$ cat src/rtl/mux5_rr_arbiter_pkg.sv
// Shared constants, FSM state type and helpers for the 5-way round-robin
// arbiter that drives the 5:1 mux select.
package mux5_pkg;

    localparam int N_REQ = 5;
    localparam int SEL_W = 3;

    localparam logic [SEL_W-1:0] SEL_IDLE_DEFAULT = 3'd0;

    typedef enum logic {
        IDLE = 1'b0,
        OWN  = 1'b1
    } state_t;

    function automatic logic [N_REQ-1:0] onehot(input logic [SEL_W-1:0] idx);
        logic [N_REQ-1:0] v;
        v = '0;
        v[idx] = 1'b1;
        return v;
    endfunction

endpackage

$ cat src/rtl/mux5_rr_arbiter_if.sv
// Requester/arbiter bundle: request vector in, grant/select/status out.
interface mux5_rr_arbiter_if;
    import mux5_pkg::*;

    logic [N_REQ-1:0] req;
    logic [N_REQ-1:0] grant;
    logic [SEL_W-1:0] sel;
    logic             busy;
    logic             owner_timeout;

    modport master (
        output req,
        input  grant,
        input  sel,
        input  busy,
        input  owner_timeout
    );

    modport slave (
        input  req,
        output grant,
        output sel,
        output busy,
        output owner_timeout
    );

endinterface

$ cat src/rtl/mux5_rr_arbiter_rr_pick5.sv
// Combinational round-robin picker: first candidate after 'last', wrapping
// 4->0, ignoring requesters masked by 'exclude'.
module rr_pick5
    import mux5_pkg::*;
(
    input  logic [N_REQ-1:0] req,
    input  logic [SEL_W-1:0] last,
    input  logic [N_REQ-1:0] exclude,
    output logic [SEL_W-1:0] pick,
    output logic             found
);

    logic [N_REQ-1:0] cand;
    int               idx;

    always_comb begin
        cand  = req & ~exclude;
        pick  = SEL_IDLE_DEFAULT;
        found = 1'b0;
        idx   = 0;
        // Scan last+1 .. last+5 so 'last' itself is visited only as the final choice.
        for (int k = 1; k <= N_REQ; k++) begin
            idx = (int'(last) + k) % N_REQ;
            if (!found && cand[idx]) begin
                found = 1'b1;
                pick  = SEL_W'(idx);
            end
        end
    end

endmodule

$ cat src/rtl/mux5_rr_arbiter.sv
// Round-robin arbiter with bounded tenure; owns the registered mux select.
//   state | meaning
//   IDLE  | no grant outstanding, sel keeps its last value
//   OWN   | one requester holds the grant, hold_cnt counts its tenure
module mux5_rr_arbiter
    import mux5_pkg::*;
#(
    parameter int HOLD_MAX = 16,
    parameter int CNT_W    = 8
) (
    input  logic              clk,
    input  logic              rst_n,
    mux5_rr_arbiter_if.slave  bus
);

    state_t           state_q, state_n;
    logic [N_REQ-1:0] grant_q, grant_n;
    logic [SEL_W-1:0] sel_q, sel_n;
    logic             busy_q, busy_n;
    logic             to_q, to_n;
    logic [SEL_W-1:0] last_q, last_n;
    logic [CNT_W-1:0] cnt_q, cnt_n;

    logic [N_REQ-1:0] exclude;
    logic [SEL_W-1:0] pick;
    logic             found;
    logic             expire;

    // While owning, the current owner is masked so found means "someone else waits".
    assign exclude = (state_q == OWN) ? onehot(last_q) : '0;
    assign expire  = (cnt_q == CNT_W'(HOLD_MAX - 1));

    rr_pick5 u_pick (
        .req     (bus.req),
        .last    (last_q),
        .exclude (exclude),
        .pick    (pick),
        .found   (found)
    );

    always_ff @(posedge clk or negedge rst_n) begin
        if (!rst_n) begin
            state_q <= IDLE;
            grant_q <= '0;
            sel_q   <= SEL_IDLE_DEFAULT;
            busy_q  <= 1'b0;
            to_q    <= 1'b0;
            last_q  <= SEL_W'(N_REQ - 1);
            cnt_q   <= '0;
        end else begin
            state_q <= state_n;
            grant_q <= grant_n;
            sel_q   <= sel_n;
            busy_q  <= busy_n;
            to_q    <= to_n;
            last_q  <= last_n;
            cnt_q   <= cnt_n;
        end
    end

    always_comb begin
        state_n = state_q;
        grant_n = grant_q;
        sel_n   = sel_q;
        busy_n  = busy_q;
        to_n    = 1'b0;
        last_n  = last_q;
        cnt_n   = cnt_q;

        unique case (state_q)
            IDLE: begin
                if (found) begin
                    state_n = OWN;
                    grant_n = onehot(pick);
                    sel_n   = pick;
                    busy_n  = 1'b1;
                    last_n  = pick;
                    cnt_n   = '0;
                end
            end
            OWN: begin
                if (!bus.req[last_q]) begin
                    // Release takes precedence over expiry, so no timeout pulse here.
                    if (found) begin
                        grant_n = onehot(pick);
                        sel_n   = pick;
                        last_n  = pick;
                    end else begin
                        state_n = IDLE;
                        grant_n = '0;
                        busy_n  = 1'b0;
                    end
                    cnt_n = '0;
                end else if (expire && found) begin
                    grant_n = onehot(pick);
                    sel_n   = pick;
                    last_n  = pick;
                    to_n    = 1'b1;
                    cnt_n   = '0;
                end else if (expire) begin
                    cnt_n = '0;
                end else begin
                    cnt_n = cnt_q + 1'b1;
                end
            end
            default: begin
                state_n = IDLE;
                grant_n = '0;
                busy_n  = 1'b0;
            end
        endcase
    end

    assign bus.grant         = grant_q;
    assign bus.sel           = sel_q;
    assign bus.busy          = busy_q;
    assign bus.owner_timeout = to_q;

endmodule

$ cat src/flat_wrapper.sv
// flat-port wrapper written by rule: the top's interface ports become plain ports
module mux5_rr_arbiter_flat import mux5_pkg::*;
#(
    parameter int HOLD_MAX = 16,
    parameter int CNT_W    = 8
)
  (clk, rst_n, bus_req, bus_grant, bus_sel, bus_busy, bus_owner_timeout);
  mux5_rr_arbiter_if bus_i ();
  input  logic clk;
  input  logic rst_n;
  input wire logic [$bits(bus_i.req)-1:0] bus_req;
  output wire logic [$bits(bus_i.grant)-1:0] bus_grant;
  output wire logic [$bits(bus_i.sel)-1:0] bus_sel;
  output wire logic [$bits(bus_i.busy)-1:0] bus_busy;
  output wire logic [$bits(bus_i.owner_timeout)-1:0] bus_owner_timeout;
  assign bus_i.req = bus_req;
  assign bus_grant = bus_i.grant;
  assign bus_sel = bus_i.sel;
  assign bus_busy = bus_i.busy;
  assign bus_owner_timeout = bus_i.owner_timeout;
  mux5_rr_arbiter #(.HOLD_MAX(HOLD_MAX), .CNT_W(CNT_W)) u_core (.clk(clk), .rst_n(rst_n), .bus(bus_i));
endmodule
$ cat config.mk
export PLATFORM = sky130hd
export DESIGN_NAME = mux5_rr_arbiter_flat
export DESIGN_NICKNAME = d
export VERILOG_FILES = /design/src/rtl/mux5_rr_arbiter_pkg.sv /design/src/rtl/mux5_rr_arbiter_if.sv /design/src/rtl/mux5_rr_arbiter_rr_pick5.sv /design/src/rtl/mux5_rr_arbiter.sv /design/src/flat_wrapper.sv
export SDC_FILE = /design/constraint.sdc
export NUM_CORES = 1
export LEC_CHECK = 0
export BUFFER_PORTS_ARGS = -buffer_cell sky130_fd_sc_hd__buf_2
export CAP_MARGIN = 10
export CORE_UTILIZATION = 45
export DETAILED_ROUTE_END_ITERATION = 10
export SYNTH_ARGS = -nofsm -noshare
export SYNTH_HDL_FRONTEND = slang
export SYNTH_SLANG_ARGS = --single-unit
$ cat constraint.sdc
create_clock -name clk -period 7 [get_ports clk]
set_input_delay 0.7 -clock clk [delete_from_list [all_inputs] [get_ports clk]]
set_output_delay 0.7 -clock clk [all_outputs]
set_load 0.02 [all_outputs]
# Word-level counts from Yosys, hierarchy flattened
# Cells that the tools add are included.
[totals]
out_inout_bits = 10
ff_bits = 22
wordCells = 107
[op_classes]
n_reduce_logical = 13
div = 5
add_sub_neg = 6
order_cmp = 9
n_mux = 59
eq_ne = 5
n_bitwise = 3
[op_table]
columns = ["op", "n"]
rows = [
  ["< comparator 32 x 5 -> 1 bit, second input constant", 5],
  ["remainder unit 32 x 4 -> 32 bit, second input constant", 5],
  ["2-to-1 mux 8 bit", 4],
  ["2-to-1 mux 3 bit", 10],
  ["2-to-1 mux 1 bit", 26],
  ["2-to-1 mux 5 bit", 5],
  ["binary-select mux 1 bit (select 3 bit)", 6],
  ["one-hot mux 8 bit (2 select lines)", 1],
  ["one-hot mux 3 bit (2 select lines)", 2],
  ["one-hot mux 5 bit (2 select lines)", 1],
  ["adder 3 x 2 -> 4 bit, second input constant", 2],
  ["adder 3 x 3 -> 4 bit, second input constant", 2],
  ["adder 8 x 1 -> 8 bit, second input constant", 1],
  ["equality test 8 x 4 -> 1 bit, second input constant", 1],
  ["< comparator 3 x 4 -> 1 bit, second input constant", 2],
  ["logical AND 1 bit", 7],
  ["demux 1 bit (select 3 bit)", 2],
  [">= comparator 3 x 1 -> 1 bit, second input constant", 2],
  ["bitwise AND 5 bit", 1],
  ["NOT 5 bit", 1],
  ["adder 3 x 1 -> 4 bit, second input constant", 1],
  ["zero test 1 bit", 4],
  ["inequality test 2 bit, second input constant", 2],
  ["one-hot mux 1 bit (2 select lines)", 2],
  ["5 further kinds", 5],
]

# Depth between registers and ports, before layout
# Gate-level depths: netlist (run 1).
[depth]
ltp_word = 30
mapped_depth = 23

# Cells and area by module
# Synthesis (run 1) repeated with hierarchy kept, for this count alone.
[hier_totals]
hier_cells = 355
area_unflattened_um2 = 2966.6
[by_module_without_submodules]
columns = ["module", "cells_each", "area_per_inst_um2", "instances"]
rows = [
  ["rr_pick5", 237, 1700.4, 1],
  ["mux5_rr_arbiter", 118, 1266.2, 1],
]

# Worst setup path after synthesis (run 1)
# OpenSTA, ideal clock, no wires.
[synth_timing]
path_type = "register to register"
startpoint = "register u_core.last_q[0]"
endpoint = "register u_core.cnt_q[6]"
t_arrival_ns = 5.081
stages_incl_launch_ff = 22
setup_slack_ns = 1.792
n_path_buf = 3
t_required_ns = 6.872
cell_sequence = "dfrtp_1 inv_1 clkbuf_1 ha_1 inv_1 ha_1 inv_1 ha_1 or2b_2 a21oi_2 o41ai_1 or2_4 o311a_4 or4b_1 or4b_1 buf_2 inv_1 ha_1 clkbuf_1 nor2_1 mux2i_1 o21ai_0"
[synth_between]
elab_chain_len = 27
word_cells_on_any_way = 53
classes_between = "add/sub: 5; div: 5; order compare: 2; eq/ne: 1; mux: 28; bitwise: 2; reduce/logical: 10"
[synth_rtl]
columns = ["item", "line_no", "text"]
rows = [
  ["start, declared", "mux5_rr_arbiter.sv:21", "logic [SEL_W-1:0] last_q, last_n;"],
  ["start signal, assigned", "mux5_rr_arbiter.sv:48", "last_q <= SEL_W'(N_REQ - 1);"],
  ["start signal, assigned", "mux5_rr_arbiter.sv:56", "last_q <= last_n;"],
  ["branches (longest 27 deep; another with remainder unit 32 x 4 -> 32 bit)", "n/a", ""],
  ["end signal, assigned", "mux5_rr_arbiter.sv:57", "cnt_q <= cnt_n;"],
  ["end, declared", "mux5_rr_arbiter.sv:22", "logic [CNT_W-1:0] cnt_q, cnt_n;"],
]
# Parallel ways; which one is timed is not known. The select of a mux whose other input is x is not followed.
# A chain may end at the register's enable or synchronous reset.

# Worst setup path in the final report (run 1)
[layout_timing]
startpoint = "register u_core.last_q[0]"
endpoint = "register u_core.cnt_q[7]"
# Same word-level chain as after synthesis.

==> qor.yml, run 1 <==
drtAntennaViolNets: 0
max_freq_ghz: 0.173
fin_crit_ns: 5.79
cp.required_ns: 7.16
relSlewSlack_pct: 40.2
fillCellCount: 628
cts_tree: "yes"
cts_buffers: 3
die_w_um: 82.5
maxCapViolations: 0
r2r_end: "u_core.cnt_q[7]$_DFFE_PN0P_"
clk_pin_slew_ns: 0.09
hold_viol: 0
yosys-top-cells-area: "dfrtp_1, ha_1, nand2_1"
cp_cell_sequence: "ha_1 -> xnor2_2 -> inv_2 -> ha_1 -> nor2_1 -> a21oi_1 -> xnor2_1 -> ha_1 -> nand2b_1 -> nor2b_1 -> a221oi_1 -> or4_2 -> a32oi_1 -> or4b_1 -> inv_1 -> ha_1 -> nor3_1 -> nand3_1 -> xor2_1 -> nor2_1"
drv_slew: 0
synth_area_per_cell_um2: 8.22
async_flop_share_pct: 100
synth_top_family_by_area: "compound AO/OA/AOI/OAI gates"
critical_path.most_common_cell: "ha_1"
drtIter0Drc: 188
yosys.area_share.simple_pct: 25.7
critPathLaunchType: "flop"
status: "complete, no violations"
initial_utilization_pct: 47.9
ys_types: 83
tightest_slew_ns: 0.897
synthMuxAreaShare_pct: 5.57
synth-seq-cells: 22
yosys.area_share.xor_xnor_pct: 3.56
hold_class: "input port to asynchronous set/reset pin"
root_buffer: "clkbuf_8"
final_common_cell: "nand2_1"
slowest_stage: "a221oi_1"
ys_seq_area_share_pct: 18.9
port_buffers: 16
rows: 28
grt_overflow: 0
drc_errors: 0
final_nets: 403
multi_input_comb_area_um2: 2160
fin_crit_sh_pct: 82.8
gr-usage-all-layers_pct: 23.6
grt_setup_unrepaired: "no"
cts.sinks: 22
synth_edf_count: 0
synth_nets: 388
reg2reg_depth: 20
layout_common_cells: "nand2_1, ha_1, inv_1, nor2_1"
slowest_delay_ns: 0.77
cts_hold_buf: 0
wire_per_inst_um: 16.4
arrival_ns: 5.95
grt_max_degree: 23
layout-drive-gt1-share_pct: 17.6
gp_congestion: 0.876
critical_path_class: "flop to flop"
cts_setup_buffers: 0
worst_clock_skew_ns: 0.00784
cp_max_fo: 15
yosysWarnings: 0
synthAdderAreaFrac_pct: 11.1
endpoint_kind: "flop"
die_h_um: 82.5
register_area_um2: 552
r2r_start: "u_core.last_q[0]$_DFFE_PN0P_"
syn_area_um2: 2920
num_vias: 2757
dr.pass1.iters: 4
r2r_slack_ns: 1.21
clock_path_buffers: 2
grt_pass1_wl_um: 12400
antenna_found_initial: 0
core_area_um2: 6100
area_delta_synth_final_pct: 6.78
clk_latency_ns: 0.26
dp_hpwl_um: 5750
ctsHtreeMaxLevel: 1
synthFlopType: "dfrtp_1"
die_area_um2: 6810
routed_via_density: 6.21
final-setup-viol-count: 0
grt_pass1_vias: 2588
synth_top_area_share_pct: 18.0
io_pins: 17
post_cts_resized: 0
yosysTopAreaCell: "dfrtp_1"
synthCells: 355
antenna-diode-count: 0
routed_wl_um: 7270
tns_ns: 0
synth_compound_area_share_pct: 28.2
-- synthesized netlist by cell type, drive strengths merged, types with 8 or more instances --
cell type,count
xnor2,9
a21oi,19
nand2b,8
nor2,24
o31ai,8
ha,26
o21ai,22
nand3,8
dfrtp,21
o211ai,9
inv,25
a211oi,8
nand2,35
-- stage by stage --
| stage | hold slack, ns | utilization, % | setup WS [ns] | instances | area [um2] |
|---|---|---|---|---|---|
| detailed placement | 0.473 | 49.9 | 1.25 | 440 | 3040 |
| global route | 0.429 | 51.1 | 0.710 | 444 | 3120 |
| CTS | 0.410 | 51.1 | 1.21 | 444 | 3120 |
| floorplan | 0.404 | - | 1.79 | 355 | 2920 |
| global placement | 0.465 | 49.9 | 1.41 | 440 | 3040 |
| finish | 0.387 | 51.1 | 1.21 | 444 | 3120 |
-- sequential cells by signal, summed over array words and instances, names as in the netlist --
register	count
u_core.cnt_q	8
u_core.bus.grant	5
u_core.bus.sel	3
u_core.last_q	3
u_core.bus.busy	1
u_core.bus.owner_timeout	1
u_core.state_q	1
-- cells by family (layout without fill, tap and decap cells) --
family                   count (synthesis)  after routing
AO/OA/AOI/OAI                          113            113
flip-flops                              22             22
AND/OR/NAND/NOR                        132            132
adder cells (fa/ha/maj)                 26             26
buffers and inverters                   39             53
multiplexers                            12             12
XOR/XNOR                                11             11
-- worst max-delay path, delay by kind of cell (launching register included) --
kind	cells	cell delay [ns]
fa+ha+maj	4	1.32
xor+xnor	3	0.98
buf+inv	2	0.24
simple gates	8	1.54
flops	1	0.57
compound gates	3	1.02
-- area by class of cell --
type,count,area share (%)
clock buffer,3,1.33
timing repair buffer,24,4.50
tap,75,3.01
inverter,25,3.01
sequential,22,17.7
clock inverter,1,0.964
multi-input combinational,294,69.5
-- metal layers --
metal / vias to the layer above / track usage, % / part of all wire, %
li1: 1358 / - / -
met1: 1325 / 35.0 / 50
met2: 70 / 37.3 / 44
met3: 4 / 3.30 / 5.0
met4: 0 / 1.90 / 0.66
met5: - / 0 / 0
-- worst max path at each step --
stage	start	end	slack, ns	cells past startpoint
after floorplan	u_core.last_q[0]$_DFFE_PN0P_	u_core.cnt_q[6]$_DFFE_PN0P_	1.79	21
after global placement	u_core.last_q[0]$_DFFE_PN0P_	u_core.cnt_q[7]$_DFFE_PN0P_	1.41	20
after detailed placement	u_core.last_q[0]$_DFFE_PN0P_	u_core.cnt_q[7]$_DFFE_PN0P_	1.25	20
after CTS	u_core.last_q[0]$_DFFE_PN0P_	u_core.cnt_q[7]$_DFFE_PN0P_	1.21	20
after global routing	u_core.last_q[0]$_DFFE_PN0P_	u_core.cnt_q[7]$_DFFE_PN0P_	0.71	21
final	u_core.last_q[0]$_DFFE_PN0P_	u_core.cnt_q[7]$_DFFE_PN0P_	1.21	20
Power of run 1 is not shown: default switching activity piles up to over one toggle a cycle in this logic, so the estimate is an artifact.
==> inputs of run 2 (changes only) <==
==> constraint.sdc (replaced) <==
create_clock -name clk -period 4.85 [get_ports clk]
set_input_delay 0.485 -clock clk [delete_from_list [all_inputs] [get_ports clk]]
set_output_delay 0.485 -clock clk [all_outputs]
set_load 0.02 [all_outputs]
==> qor.yml, run 2 (synthesized netlist as in run 1, its figures left out) <==
port_buffers: 16  # unchanged
final_common_cell: "nand2_1"  # unchanged
cts_hold_buf: 0  # unchanged
largest_register_ffs: 8  # unchanged
dr.pass1.iters: 4  # unchanged
wire_per_inst_um: 16.4  # about the same
core_area_um2: 6100  # unchanged
clk_pin_slew_ns: 0.08  # was 0.09 ns
gp_congestion: 0.962  # was 0.876
relSlewSlack_pct: 40.4  # was 40.2%
rows: 28  # unchanged
cts.sinks: 22  # unchanged
arrival_ns: 4.80  # was 5.95 ns
die_h_um: 82.5  # unchanged
layout-drive-gt1-share_pct: 23.4  # was 17.6%
final_nets: 419  # was 403
layout_common_cells: "nand2_1, ha_1, nor2_1, buf_4, inv_1"  # was nand2_1, ha_1, inv_1, nor2_1
cts_setup_buffers: 0  # unchanged
num_vias: 2743  # was 2757
root_buffer: "clkbuf_8"  # unchanged
critPathLaunchType: "flop"  # unchanged
cts_tree: "yes"  # unchanged
wl_met2_um: 3290  # was 3230 um
tightest_slew_ns: 0.885  # was 0.897 ns
gr-usage-all-layers_pct: 24.3  # was 23.6%
clock_path_buffers: 2  # unchanged
fin_crit_sh_pct: 95.8  # was 82.8%
grt_setup_unrepaired: "no"  # unchanged
hold_viol: 0  # unchanged
largest_register: "u_core.cnt_q"  # unchanged
cts_buffers: 3  # unchanged
wl_met1_um: 3830  # was 3630 um
final-setup-viol-count: 0  # unchanged
die_w_um: 82.5  # unchanged
worst_clock_skew_ns: 0.00430  # was 0.00784 ns
hold_class: "input port to asynchronous set/reset pin"  # unchanged
tns_ns: 0  # unchanged
drc_errors: 0  # unchanged
drv_slew: 0  # unchanged
clk_latency_ns: 0.27  # was 0.26 ns
endpoint_kind: "flop"  # unchanged
area_delta_synth_final_pct: 11.4  # was 6.78%
antenna-diode-count: 0  # unchanged
fin_crit_ns: 4.64  # was 5.79 ns
dp_hpwl_um: 6040  # was 5750 um
max_freq_ghz: 0.215  # was 0.173 GHz
grt_pass1_vias: 2494  # was 2588
grt_max_degree: 23  # unchanged
io_pins: 17  # unchanged
grt_pass1_wl_um: 12600  # was 12400 um
post_cts_resized: 0  # unchanged
initial_utilization_pct: 47.9  # unchanged
cp_max_fo: 11  # was 15
fillCellCount: 613  # was 628
maxCapViolations: 0  # unchanged
ctsHtreeMaxLevel: 1  # unchanged
drtIter0Drc: 152  # was 188
cp.required_ns: 5.00  # was 7.16 ns
die_area_um2: 6810  # unchanged
antenna_found_initial: 0  # unchanged
grt_overflow: 0  # unchanged
routed_wl_um: 7540  # was 7270 um
met3_length_um: 404  # was 362 um
routed_via_density: 5.96  # was 6.21
topRoutingLayerUsed: "met4"  # unchanged
critical_path_class: "flop to flop"  # unchanged
status: "complete, no violations"  # unchanged
drtAntennaViolNets: 0  # unchanged
==> run 2: critical path, cell delays in order (launching register included) <==
cell and delay, ns:
dfrtp_2 0.46, ha_1 0.26, xnor2_2 0.18, ha_1 0.16
inv_1 0.04, ha_1 0.29, or2b_2 0.31, a21oi_2 0.19
o41ai_1 0.12, or2_4 0.28, o311a_4 0.40, or4b_1 0.56
or4b_4 0.61, inv_1 0.10, ha_1 0.17, buf_4 0.17
nor2_1 0.05, mux2i_1 0.11, o21ai_0 0.08
==> run 2: layout make-up <==
type                            count  area, um2  area share (%)
Clock buffer                        4       45.0            1.39
Tap cell                           75       93.8            2.89
Sequential cell                    22        553            17.0
Timing Repair Buffer               40        260            8.01
Inverter                           25       93.8            2.89
Multi-Input combinational cell    294       2200            67.8
==> run 2: final timing paths <==
check / cells after the start / startpoint / slack [ns] / endpoint
worst max-delay path: 18 / u_core.last_q[0]$_DFFE_PN0P_ / 0.21 / u_core.cnt_q[6]$_DFFE_PN0P_
worst min-delay path: 1 / rst_n / 0.16 / u_core.bus.grant[3]$_DFFE_PN0P_
worst max register to register: 18 / u_core.last_q[0]$_DFFE_PN0P_ / 0.21 / u_core.cnt_q[6]$_DFFE_PN0P_
worst min register to register: 2 / u_core.bus.sel[0]$_DFFE_PN0P_ / 0.48 / u_core.bus.sel[0]$_DFFE_PN0P_
max in group asynchronous: 1 / rst_n / 4.33 / u_core.last_q[2]$_DFFE_PN1P_
min in group clk: 2 / u_core.bus.sel[0]$_DFFE_PN0P_ / 0.48 / u_core.bus.sel[0]$_DFFE_PN0P_
==> run 2: layer usage <==
metal  up-vias  track usage, %
met2        49            38.4
li1       1391               -
met5         -               0
met3         3            2.97
met1      1300            36.6
met4         0            1.55
==> run 2: stage by stage <==
stage	area [um2]	setup WS [ns]	hold slack, ns	utilization (%)	cells
global placement	3180	0.210	0.467	52.1	456
finish	3250	0.205	0.165	53.3	460
CTS	3220	0.119	0.183	52.8	460
global route	3250	0.0344	0.206	53.3	460
detailed placement	3180	0.131	0.466	52.1	456
floorplan	2930	0.00246	0.189	-	355
Power of run 2 is left out for the same reason.
